--- config.mk ---
export PLATFORM = sky130hd
export DESIGN_NAME = pilot_avg_bank
export DESIGN_NICKNAME = d
export VERILOG_FILES = /design/src/rtl/pilot_avg_bank_pkg.sv /design/src/rtl/pilot_avg_bank_round_sat.sv /design/src/rtl/pilot_avg_bank.sv
export SDC_FILE = /design/constraint.sdc
export NUM_CORES = 1
export LEC_CHECK = 0
export BUFFER_PORTS_ARGS = -buffer_cell sky130_fd_sc_hd__buf_2
export CAP_MARGIN = 0
export CORE_ASPECT_RATIO = 1.75
export CORE_UTILIZATION = 64
export CTS_BUF_LIST = sky130_fd_sc_hd__clkbuf_8
export DETAILED_ROUTE_END_ITERATION = 7
export PLACE_DENSITY = 0.9
export SETUP_SLACK_MARGIN = 0.2
export SLEW_MARGIN = 20
export SYNTH_ARGS = -nofsm -noshare
export SYNTH_HDL_FRONTEND = slang
export SYNTH_HIERARCHICAL = 1
export SYNTH_SLANG_ARGS = --single-unit
--- constraint.sdc ---
create_clock -name clk -period 4.54 [get_ports clk]
set_input_delay 0 -clock clk [delete_from_list [all_inputs] [get_ports clk]]
set_output_delay 0 -clock clk [all_outputs]
set_load 0.1 [all_outputs]
--- src/rtl/pilot_avg_bank_pkg.sv ---
// Shared channel-estimation definitions: pilot averager state encoding and
// default sizing used by the pilot averaging bank and its helpers.
package pilot_avg_bank_pkg;

    localparam int DEF_W_PILOT   = 16;
    localparam int DEF_N_SLOT    = 4;
    localparam int DEF_LOG2_NMAX = 3;

    typedef enum logic [1:0] {
        ST_IDLE  = 2'd0,
        ST_ACCUM = 2'd1,
        ST_DONE  = 2'd2
    } state_t;

endpackage

--- src/rtl/pilot_avg_bank_round_sat.sv ---
// avg_round_sat: divides an accumulator by 2^n with round-half-up and
// saturates the quotient to a signed W_OUT-bit result. Purely combinational.
module avg_round_sat #(
    parameter int W_ACC = 19,
    parameter int W_OUT = 16,
    parameter int W_N   = 2
) (
    input  logic signed [W_ACC-1:0] acc,
    input  logic        [W_N-1:0]   n,
    output logic signed [W_OUT-1:0] avg
);

    // One guard bit above the accumulator keeps the rounding add from wrapping.
    localparam logic signed [W_ACC:0] MAX_V = {{(W_ACC-W_OUT+2){1'b0}}, {(W_OUT-1){1'b1}}};
    localparam logic signed [W_ACC:0] MIN_V = {{(W_ACC-W_OUT+2){1'b1}}, {(W_OUT-1){1'b0}}};

    logic signed [W_ACC:0] rnd;
    logic signed [W_ACC:0] sum;
    logic signed [W_ACC:0] shifted;

    // Add half an LSB of the quotient, arithmetic-shift, then clamp.
    always_comb begin
        // NOTE: every variable gets a default at the top so no path leaves it
        // unassigned; a missing default here would infer a latch.
        rnd = '0;
        if (n != '0) begin
            rnd = (W_ACC+1)'(1) << (n - W_N'(1));
        end
        sum     = {acc[W_ACC-1], acc} + rnd;
        shifted = sum >>> n;
        if (shifted > MAX_V) begin
            avg = MAX_V[W_OUT-1:0];
        end else if (shifted < MIN_V) begin
            avg = MIN_V[W_OUT-1:0];
        end else begin
            avg = shifted[W_OUT-1:0];
        end
    end

endmodule

--- src/rtl/pilot_avg_bank.sv ---
// Pilot averaging bank: accumulates 2^n complex pilot samples in each of
// N_SLOT slots, then presents the rounded, saturated averages for readout.
module pilot_avg_bank
    import pilot_avg_bank_pkg::*;
#(
    parameter int W_PILOT   = DEF_W_PILOT,
    parameter int N_SLOT    = DEF_N_SLOT,
    parameter int LOG2_NMAX = DEF_LOG2_NMAX
) (
    input  logic                              clk,
    input  logic                              rst,
    input  logic                              start,
    input  logic [$clog2(LOG2_NMAX+1)-1:0]    cfg_log2_n,
    input  logic                              in_valid,
    output logic                              in_ready,
    input  logic [$clog2(N_SLOT)-1:0]         in_addr,
    input  logic signed [W_PILOT-1:0]         in_re,
    input  logic signed [W_PILOT-1:0]         in_im,
    input  logic [$clog2(N_SLOT)-1:0]         rd_addr,
    output logic signed [W_PILOT-1:0]         rd_re,
    output logic signed [W_PILOT-1:0]         rd_im,
    output logic                              busy,
    output logic                              done,
    output logic                              err
);

    localparam int NW  = $clog2(LOG2_NMAX+1);
    localparam int AW  = $clog2(N_SLOT);
    localparam int ACW = W_PILOT + LOG2_NMAX;
    localparam int CW  = LOG2_NMAX + 1;
    localparam logic [AW:0]   N_SLOT_V = (AW+1)'(N_SLOT);
    localparam logic [NW-1:0] NMAX_V   = NW'(LOG2_NMAX);

    typedef struct packed {
        logic [ACW-1:0] acc_re;
        logic [ACW-1:0] acc_im;
        logic [CW-1:0]  cnt;
    } slot_t;

    state_t         state;
    logic [NW-1:0]  n_q;
    slot_t          slots [N_SLOT];
    logic [CW-1:0]  target;
    logic           xfer;
    logic           addr_ok;
    logic           xfer_good;
    logic           xfer_bad;
    logic           last_fill;
    logic [ACW-1:0] ext_re;
    logic [ACW-1:0] ext_im;
    logic [ACW-1:0] sel_re;
    logic [ACW-1:0] sel_im;
    logic signed [W_PILOT-1:0] avg_re;
    logic signed [W_PILOT-1:0] avg_im;

    // busy is a registered copy of "state is ACCUM", so it doubles as ready.
    assign in_ready = busy;
    assign target   = CW'(1) << n_q;
    assign ext_re   = {{LOG2_NMAX{in_re[W_PILOT-1]}}, in_re};
    assign ext_im   = {{LOG2_NMAX{in_im[W_PILOT-1]}}, in_im};

    // Classify the current beat and detect the one that fills the last slot.
    always_comb begin
        xfer      = in_valid && in_ready && !start;
        addr_ok   = ({1'b0, in_addr} < N_SLOT_V);
        xfer_good = 1'b0;
        if (xfer && addr_ok) begin
            xfer_good = (slots[in_addr].cnt < target);
        end
        xfer_bad  = xfer && !xfer_good;
        last_fill = xfer_good;
        for (int k = 0; k < N_SLOT; k++) begin
            if (AW'(k) == in_addr) begin
                if (slots[k].cnt + CW'(1) != target) last_fill = 1'b0;
            end else if (slots[k].cnt != target) begin
                last_fill = 1'b0;
            end
        end
    end

    // Select the slot addressed for readout; unmapped addresses read as zero.
    always_comb begin
        sel_re = '0;
        sel_im = '0;
        if ({1'b0, rd_addr} < N_SLOT_V) begin
            sel_re = slots[rd_addr].acc_re;
            sel_im = slots[rd_addr].acc_im;
        end
    end

    avg_round_sat #(.W_ACC(ACW), .W_OUT(W_PILOT), .W_N(NW)) u_avg_re (
        .acc (sel_re),
        .n   (n_q),
        .avg (avg_re)
    );

    avg_round_sat #(.W_ACC(ACW), .W_OUT(W_PILOT), .W_N(NW)) u_avg_im (
        .acc (sel_im),
        .n   (n_q),
        .avg (avg_im)
    );

    // Control FSM with registered status flags; start overrides everything.
    always_ff @(posedge clk or negedge rst) begin
        // NOTE: state registers use non-blocking assignments so every flop
        // samples pre-edge values regardless of statement order.
        if (!rst) begin
            state <= ST_IDLE;
            n_q   <= '0;
            busy  <= 1'b0;
            done  <= 1'b0;
            err   <= 1'b0;
        end else begin
            err <= 1'b0;
            if (start) begin
                state <= ST_ACCUM;
                n_q   <= (cfg_log2_n > NMAX_V) ? NMAX_V : cfg_log2_n;
                busy  <= 1'b1;
                done  <= 1'b0;
            end else if (state == ST_ACCUM) begin
                err <= xfer_bad;
                if (last_fill) begin
                    state <= ST_DONE;
                    busy  <= 1'b0;
                    done  <= 1'b1;
                end
            end
        end
    end

    // Per-slot accumulators and sample counters.
    always_ff @(posedge clk or negedge rst) begin
        // NOTE: this array is deliberately reset; a fresh run must never see
        // partial sums left behind by an abandoned one.
        if (!rst) begin
            for (int k = 0; k < N_SLOT; k++) slots[k] <= '0;
        end else if (start) begin
            for (int k = 0; k < N_SLOT; k++) slots[k] <= '0;
        end else if (xfer_good) begin
            slots[in_addr].acc_re <= slots[in_addr].acc_re + ext_re;
            slots[in_addr].acc_im <= slots[in_addr].acc_im + ext_im;
            slots[in_addr].cnt    <= slots[in_addr].cnt + CW'(1);
        end
    end

    // Registered readout; forced to zero outside DONE and on start.
    always_ff @(posedge clk or negedge rst) begin
        if (!rst) begin
            rd_re <= '0;
            rd_im <= '0;
        end else if (state == ST_DONE && !start) begin
            rd_re <= avg_re;
            rd_im <= avg_im;
        end else begin
            rd_re <= '0;
            rd_im <= '0;
        end
    end

endmodule

# Word level (Yosys, flattened, before mapping)

Index checks and enable logic that the tools add are counted.

Add/sub/neg operators: 10
Multipliers: 0
Divide/modulo/power cells: 0
$lt $le $gt $ge: 9
Equality and inequality tests: 13
Shifts and indexed selects: 4
Mux-type cells: 49
Bitwise logic cells: 2
Reduce and logical (&&, ||, !) cells: 13

Operators with widths:

| operator               | number |
|---|---|
| $bwmux W168            | 3 |
| $mux W168              | 2 |
| $demux W42 S2          | 3 |
| $mux W42               | 5 |
| $bmux W42 S2           | 2 |
| $mux W16               | 6 |
| $add A20 B20 Y20       | 2 |
| $gt A20 B16 Y1 const B | 2 |
| $lt A20 B16 Y1 const B | 2 |
| $sshr A20 B2 Y20       | 2 |
| $add A19 B19 Y19       | 2 |
| $ne A4 B4 Y1           | 8 |
| $mux W23               | 1 |
| $mux W1                | 21 |
| $add A4 B1 Y4 const B  | 5 |
| $mux W20               | 1 |
| $shl A1 B2 Y20 const A | 1 |
| $mux W2                | 4 |
| $reduce_bool A2 Y1     | 4 |
| $ge A3 B3 Y1 const B   | 2 |
| $not A2 Y3             | 2 |
| $logic_and A1 B1 Y1    | 5 |
| $eq A2 B2 Y1 const A   | 2 |
| $lt A4 B4 Y1           | 1 |
| other kinds (11)       | 12 |

Bits in registers: 207
Latch bits: 0
Bits in writable memories: 0
Memory bits (read-only): 0
Memories kept: 0

# Logic depth before layout (Yosys ltp)

Depth after elaboration: 17
Gate-level depth with buffers: 17
Mapped depth without buffers: 13

# Hierarchy

Netlist, hierarchy kept.

By module, submodules not included:

| module                    | times used | cells each | area an instance (sq um) | sequential area each (sq um) |
|---|---|---|---|---|
| pilot_avg_bank            | 1          | 1140       | 12320.6                  | 5129.9 |
| avg_round_sat at u_avg_re | 1          | 215        | 1382.6                   | 0.0 |
| avg_round_sat at u_avg_im | 1          | 203        | 1346.3                   | 0.0 |

# Worst setup path before layout

OpenSTA, ideal clock, no wires.

Kind: in2reg
From: input rd_addr[0]
To: register rd_re[14]
Library setup time: 0.119 ns
Data arrival time: 3.852 ns
Required time: 4.421 ns
Slack: 0.569 ns
Stages on the path: 16
Path through: clkbuf_1 buf_1 mux4_2 ha_1 inv_1 fa_1 nand2b_1 a21o_1 buf_4 nor2_1 a211oi_1 o21ai_1 a22oi_2 buf_6 o21ai_0 and2_1

Cells in the longest elaborated chain, start to end: 10
Elaborated cells on any way between the ends: 11

RTL lines:

| element                            | line                           | text |
|---|---|---|
| start: declaration                 | pilot_avg_bank.sv:19           | `input logic [$clog2(N_SLOT)-1:0] rd_addr,` |
| $not A2 Y3 (not written as such) * | pilot_avg_bank.sv:86           | `sel_re = slots[rd_addr].acc_re;` |
| $bmux W42 S2 *                     | pilot_avg_bank.sv:86           |  |
| $mux W42 * (2 in series)           | --                             |  |
| net sel_re[0]                      | pilot_avg_bank.sv:51           | `logic [ACW-1:0] sel_re;` |
| $add A20 B20 Y20 *                 | pilot_avg_bank_round_sat.sv:29 | `sum = {acc[W_ACC-1], acc} + rnd;` |
| $sshr A20 B2 Y20 *                 | pilot_avg_bank_round_sat.sv:30 | `shifted = sum >>> n;` |
| $lt A20 B16 Y1                     | pilot_avg_bank_round_sat.sv:33 | `end else if (shifted < MIN_V) begin` |
| $mux W16                           | pilot_avg_bank_round_sat.sv:33 |  |
| $mux W16 *                         | pilot_avg_bank_round_sat.sv:31 | `if (shifted > MAX_V) begin` |
| net avg_re[14]                     | pilot_avg_bank.sv:53           | `logic signed [W_PILOT-1:0] avg_re;` |
| $mux W16 *                         | pilot_avg_bank.sv:151          | `end else if (state == ST_DONE && !start) begin` |
| end signal: assignment             | pilot_avg_bank.sv:152          | `rd_re <= avg_re;` |
| end: declaration                   | pilot_avg_bank.sv:20           | `output logic signed [W_PILOT-1:0] rd_re,` |

The timed path passes the listed nets; every way through them passes the cells marked *. The select of a mux whose other input is x is not followed.
A chain may end at the register's enable or synchronous reset.

# Worst setup path in the final report

From: register n_q[0]
To: register slots[106] (netlist bit)

Cells in the longest elaborated chain, start to end: 4

RTL lines:

| element                             | line                  | text |
|---|---|---|
| start: declaration                  | pilot_avg_bank.sv:41  | `logic [NW-1:0] n_q;` |
| start signal: assignment            | pilot_avg_bank.sv:117 | `n_q <= (cfg_log2_n > NMAX_V) ? NMAX_V : cfg_log2_n;` |
| $shl A1 B2 Y4                       | pilot_avg_bank.sv:58  | `assign target = CW'(1) << n_q;` |
| $lt A4 B4 Y1                        | pilot_avg_bank.sv:68  | `xfer_good = (slots[in_addr].cnt < target);` |
| $mux W1                             | pilot_avg_bank.sv:67  | `if (xfer && addr_ok) begin` |
| $reduce_bool A2 Y1 (no source line) | --                    |  |
| end: declaration                    | pilot_avg_bank.sv:42  | `slot_t slots [N_SLOT];` |

Every way passes these cells.

==> summary.md <==
| Metric | Value |
|---|---|
| Status | completed |
| H-tree depth | 1 |
| Nets | 1696 |
| Fillers | 1619 |
| CTS sink cnt | 205 |
| Worst slack, placed | 809 ps |
| DRC violations left | 0 |
| Cell Pwr Density | 286 mW/mm² |
| Layout cells sized above 1 | 18.4% |
| Vias per inst | 6.99 |
| Top cell type's share of synthesized area | 34.1% |
| Max Cap Viol | 0 |
| Initial Util | 65.6% |
| Wirelength, routed | 41000 µm |
| Setup TNS | 0 ps |
| Root buffer cell | clkbuf_8 |
| CTS tree | yes |
| Worst hold path type | in2reg |
| Top delay family on crit path | simple AND/OR/NAND/NOR gates |
| Critical Path Most Common Cell | a21o_1 |
| Routed Antenna Nets | 0 |
| First-pass iteration count of the detailed router | 5 |
| Reg2Reg Depth | 11 |
| Clock Skew | 15.2 ps |
| First-pass GRT wire length | 67100 µm |
| GPL Wtd Cong | 0.991 |
| Peak supply drop | 0.357 mV |
| Fin worst setup slack | 731 ps |
| Top Layer Used | met4 |
| WS Path Type | reg2reg |
| Synth-to-Final Area Change | 9.42% |
| Synth unique cells | 93 |
| # rows | 73 |
| Core ar. | 0.0229 mm² |
| Top post-synthesis cells by area | dfrtp_1, mux4_2, nand3b_1 |
| Seq/Total Area, Yosys | 34.1% |
| Period utilization | 83.9% |
| CP max FO | 39 |
| Clk slew on worst S/H paths | 70 ps |
| Syn nets | 1656 |
| Hold Path End | state[0] |
| Fmax | 0.263 GHz |
| I/O pins | 78 |
| Clk buf depth | 3 |
| Reg2reg start | n_q[0] |
| Chip Width | 118 µm |
| Overflow after GRT | 0 |
| Count of final hold-check violations | 0 |
| Port bufs | 77 |
| GRT Util Overall | 34.8% |
| CP arrival | 4350 ps |
| Clock Latency Late Sink | 610 ps |
| Synthesized flop and latch total | 205 |
| WL per Instance | 21.4 µm |
| Mapped Area | 0.0150 mm² |
| Count leader, synth | dfrtp_1 |
| Tightest Pin Transition | 1020 ps |
| Post-Synthesis Cells | 1558 |
| WL met2 | 20700 µm |
| Slowest stage cell on the critical path | nand2b_2 |
| Fin util | 71.8% |
| Yosys top cell by area | dfrtp_1 |
| DP HPWL | 27700 µm |
| Hold Path Cell Cnt | 2 |
| DRT iter0 DRCs | 1478 |
| Largest net degree at the start of global routing | 124 |
| Post-CTS Resized | 0 |
| ANT cells | 0 |
| Crit-path cells | nor2b_1 > clkinv_1 > ha_1 > a21o_1 > a21o_1 > nor3_4 > nand2b_2 > buf_12 > nor2_1 > a221oi_1 > nand3_1 |
| Die Height | 205 µm |
| EDFF count, synth | 0 |
| Pins over their slew limit | 0 |
| RSZ-0062 raised after global routing | no |
| Met3 wire length | 3280 µm |
| Vias in the first global route | 13400 |
| Asr flop ratio synth | 100% |
| Worst reg2reg setup slack | 730 ps |
| Synth top cells by count | dfrtp_1, o21ai_0, nand3b_1 |
| Initial antenna violation count | 0 |
| Crit end category | flop |
| Hold Startpoint | start |
| CP Buf/Inv Count | 2 |
| DRT met1 WL | 14400 µm |
| Total number of vias | 13400 |
| Crit. Startpoint | n_q[0] |
| Slew HR | 32.0% |
| TritonCTS buffer count | 30 |
| Minimum clock period | 3810 ps |
| CP required | 5080 ps |
| Max incr delay on CP | 540 ps |
| R2r endpoint | slots[106] |
| Final setup viols | 0 |
| Synth warnings | 6 |
| Crit path launch type | flop |
| Syn Area/Cell | 9.66 µm² |
| DIE AREA | 0.0242 mm² |
| Leak | 7.14 nW |
| Synth Flop Type | dfrtp_1 |
-- worst max-delay path by stage --
stage,to,cells after the start
floorplan,rd_re[14],16
global placement,rd_re[9],13
detailed placement,rd_re[9],13
CTS,slots[106],11
global route,slots[106],11
finish,slots[106],11
-- registers in the layout, indices dropped and copies added (netlist names) --
register and count:
done 1, err 1, n_q 2, rd_im 16, rd_re 16, slots 168
state 1
-- area by class of cell --
type	count	area [µm²]	area share, %
multi-input combinational	1202	9270	56.3
inverter	33	124	0.752
clock inverter	16	204	1.24
clock buffer	39	537	3.26
sequential	205	5130	31.2
timing repair buffer	126	822	4.99
tap	300	375	2.28
-- layout by cell type (no fill, tap or decap), types with 5 or more instances in the layout --
master and instances:
o21ai_1 18, a22oi_1 5, xnor2_1 42, a221oi_1 5, dfrtp_1 203, nor3_1 23
o21ai_0 172, inv_1 32, ha_1 52, a211oi_1 17, o211ai_1 17, nor3b_1 13
nand3_1 32, xor2_1 16, nand2_1 123, mux2_2 14, bufinv_16 5, buf_2 75
a21oi_1 70, dlygate4sd3_1 13, a32oi_1 5, buf_4 35, a211o_1 7, and3_1 5
nor4_1 7, nand2b_1 14, mux4_2 80, mux2i_1 9, a21o_1 32, nor2b_1 14
nand4_1 13, and2_1 41, o31ai_1 6, o21a_1 7, nor2_1 71, a31oi_1 17
clkinv_2 7, nand3b_1 145, clkbuf_8 40, o22ai_1 12
-- logic make-up after synthesis --
kind of cell    share of synthesized area [%]
other cells                            0.0499
xor+xnor                                 3.38
buf+inv                                  4.35
compound gates                           19.0
fa+ha+maj                                4.86
mux                                      13.6
flops                                    34.1
simple gates                             20.7
-- worst reg2reg max path: cells and delay by family (launching register included) --
family          cells  cell delay [ps]
simple gates        5             1660
buf+inv             2              720
compound gates      3              530
flops               1              460
fa+ha+maj           1              380
-- per-layer routing --
layer	GRT usage, %	vias up
met2	59.7	781
met3	5.07	250
li1	-	5916
met5	0	-
met4	24.2	0
met1	40.2	6480
-- through the flow --
step / instance area (µm²) / instances / hold slack [ps] / total power, mW
finish: 16500 / 1921 / 14.9 / 4.70
global route: 16500 / 1921 / 49.9 / 4.88
CTS: 16500 / 1921 / 3.17 / 4.69
detailed placement: 15600 / 1853 / 217 / 2.88
global placement: 15600 / 1853 / 209 / 2.85
floorplan: 15000 / 1558 / -296 / 2.63
-- power by group --
group          internal (mW)  switching, mW  total [mW]
registers               1.89         0.0582        1.95
logic                  0.368          0.575       0.943
clock network           1.06          0.757        1.81
-- what timing repair did --
item,4_1_cts,5_1_grt
buffers inserted,0,0
endpoints found under the hold margin,144,0
hold buffers,13,0
No activity file was read; power rests on OpenSTA's default activity.
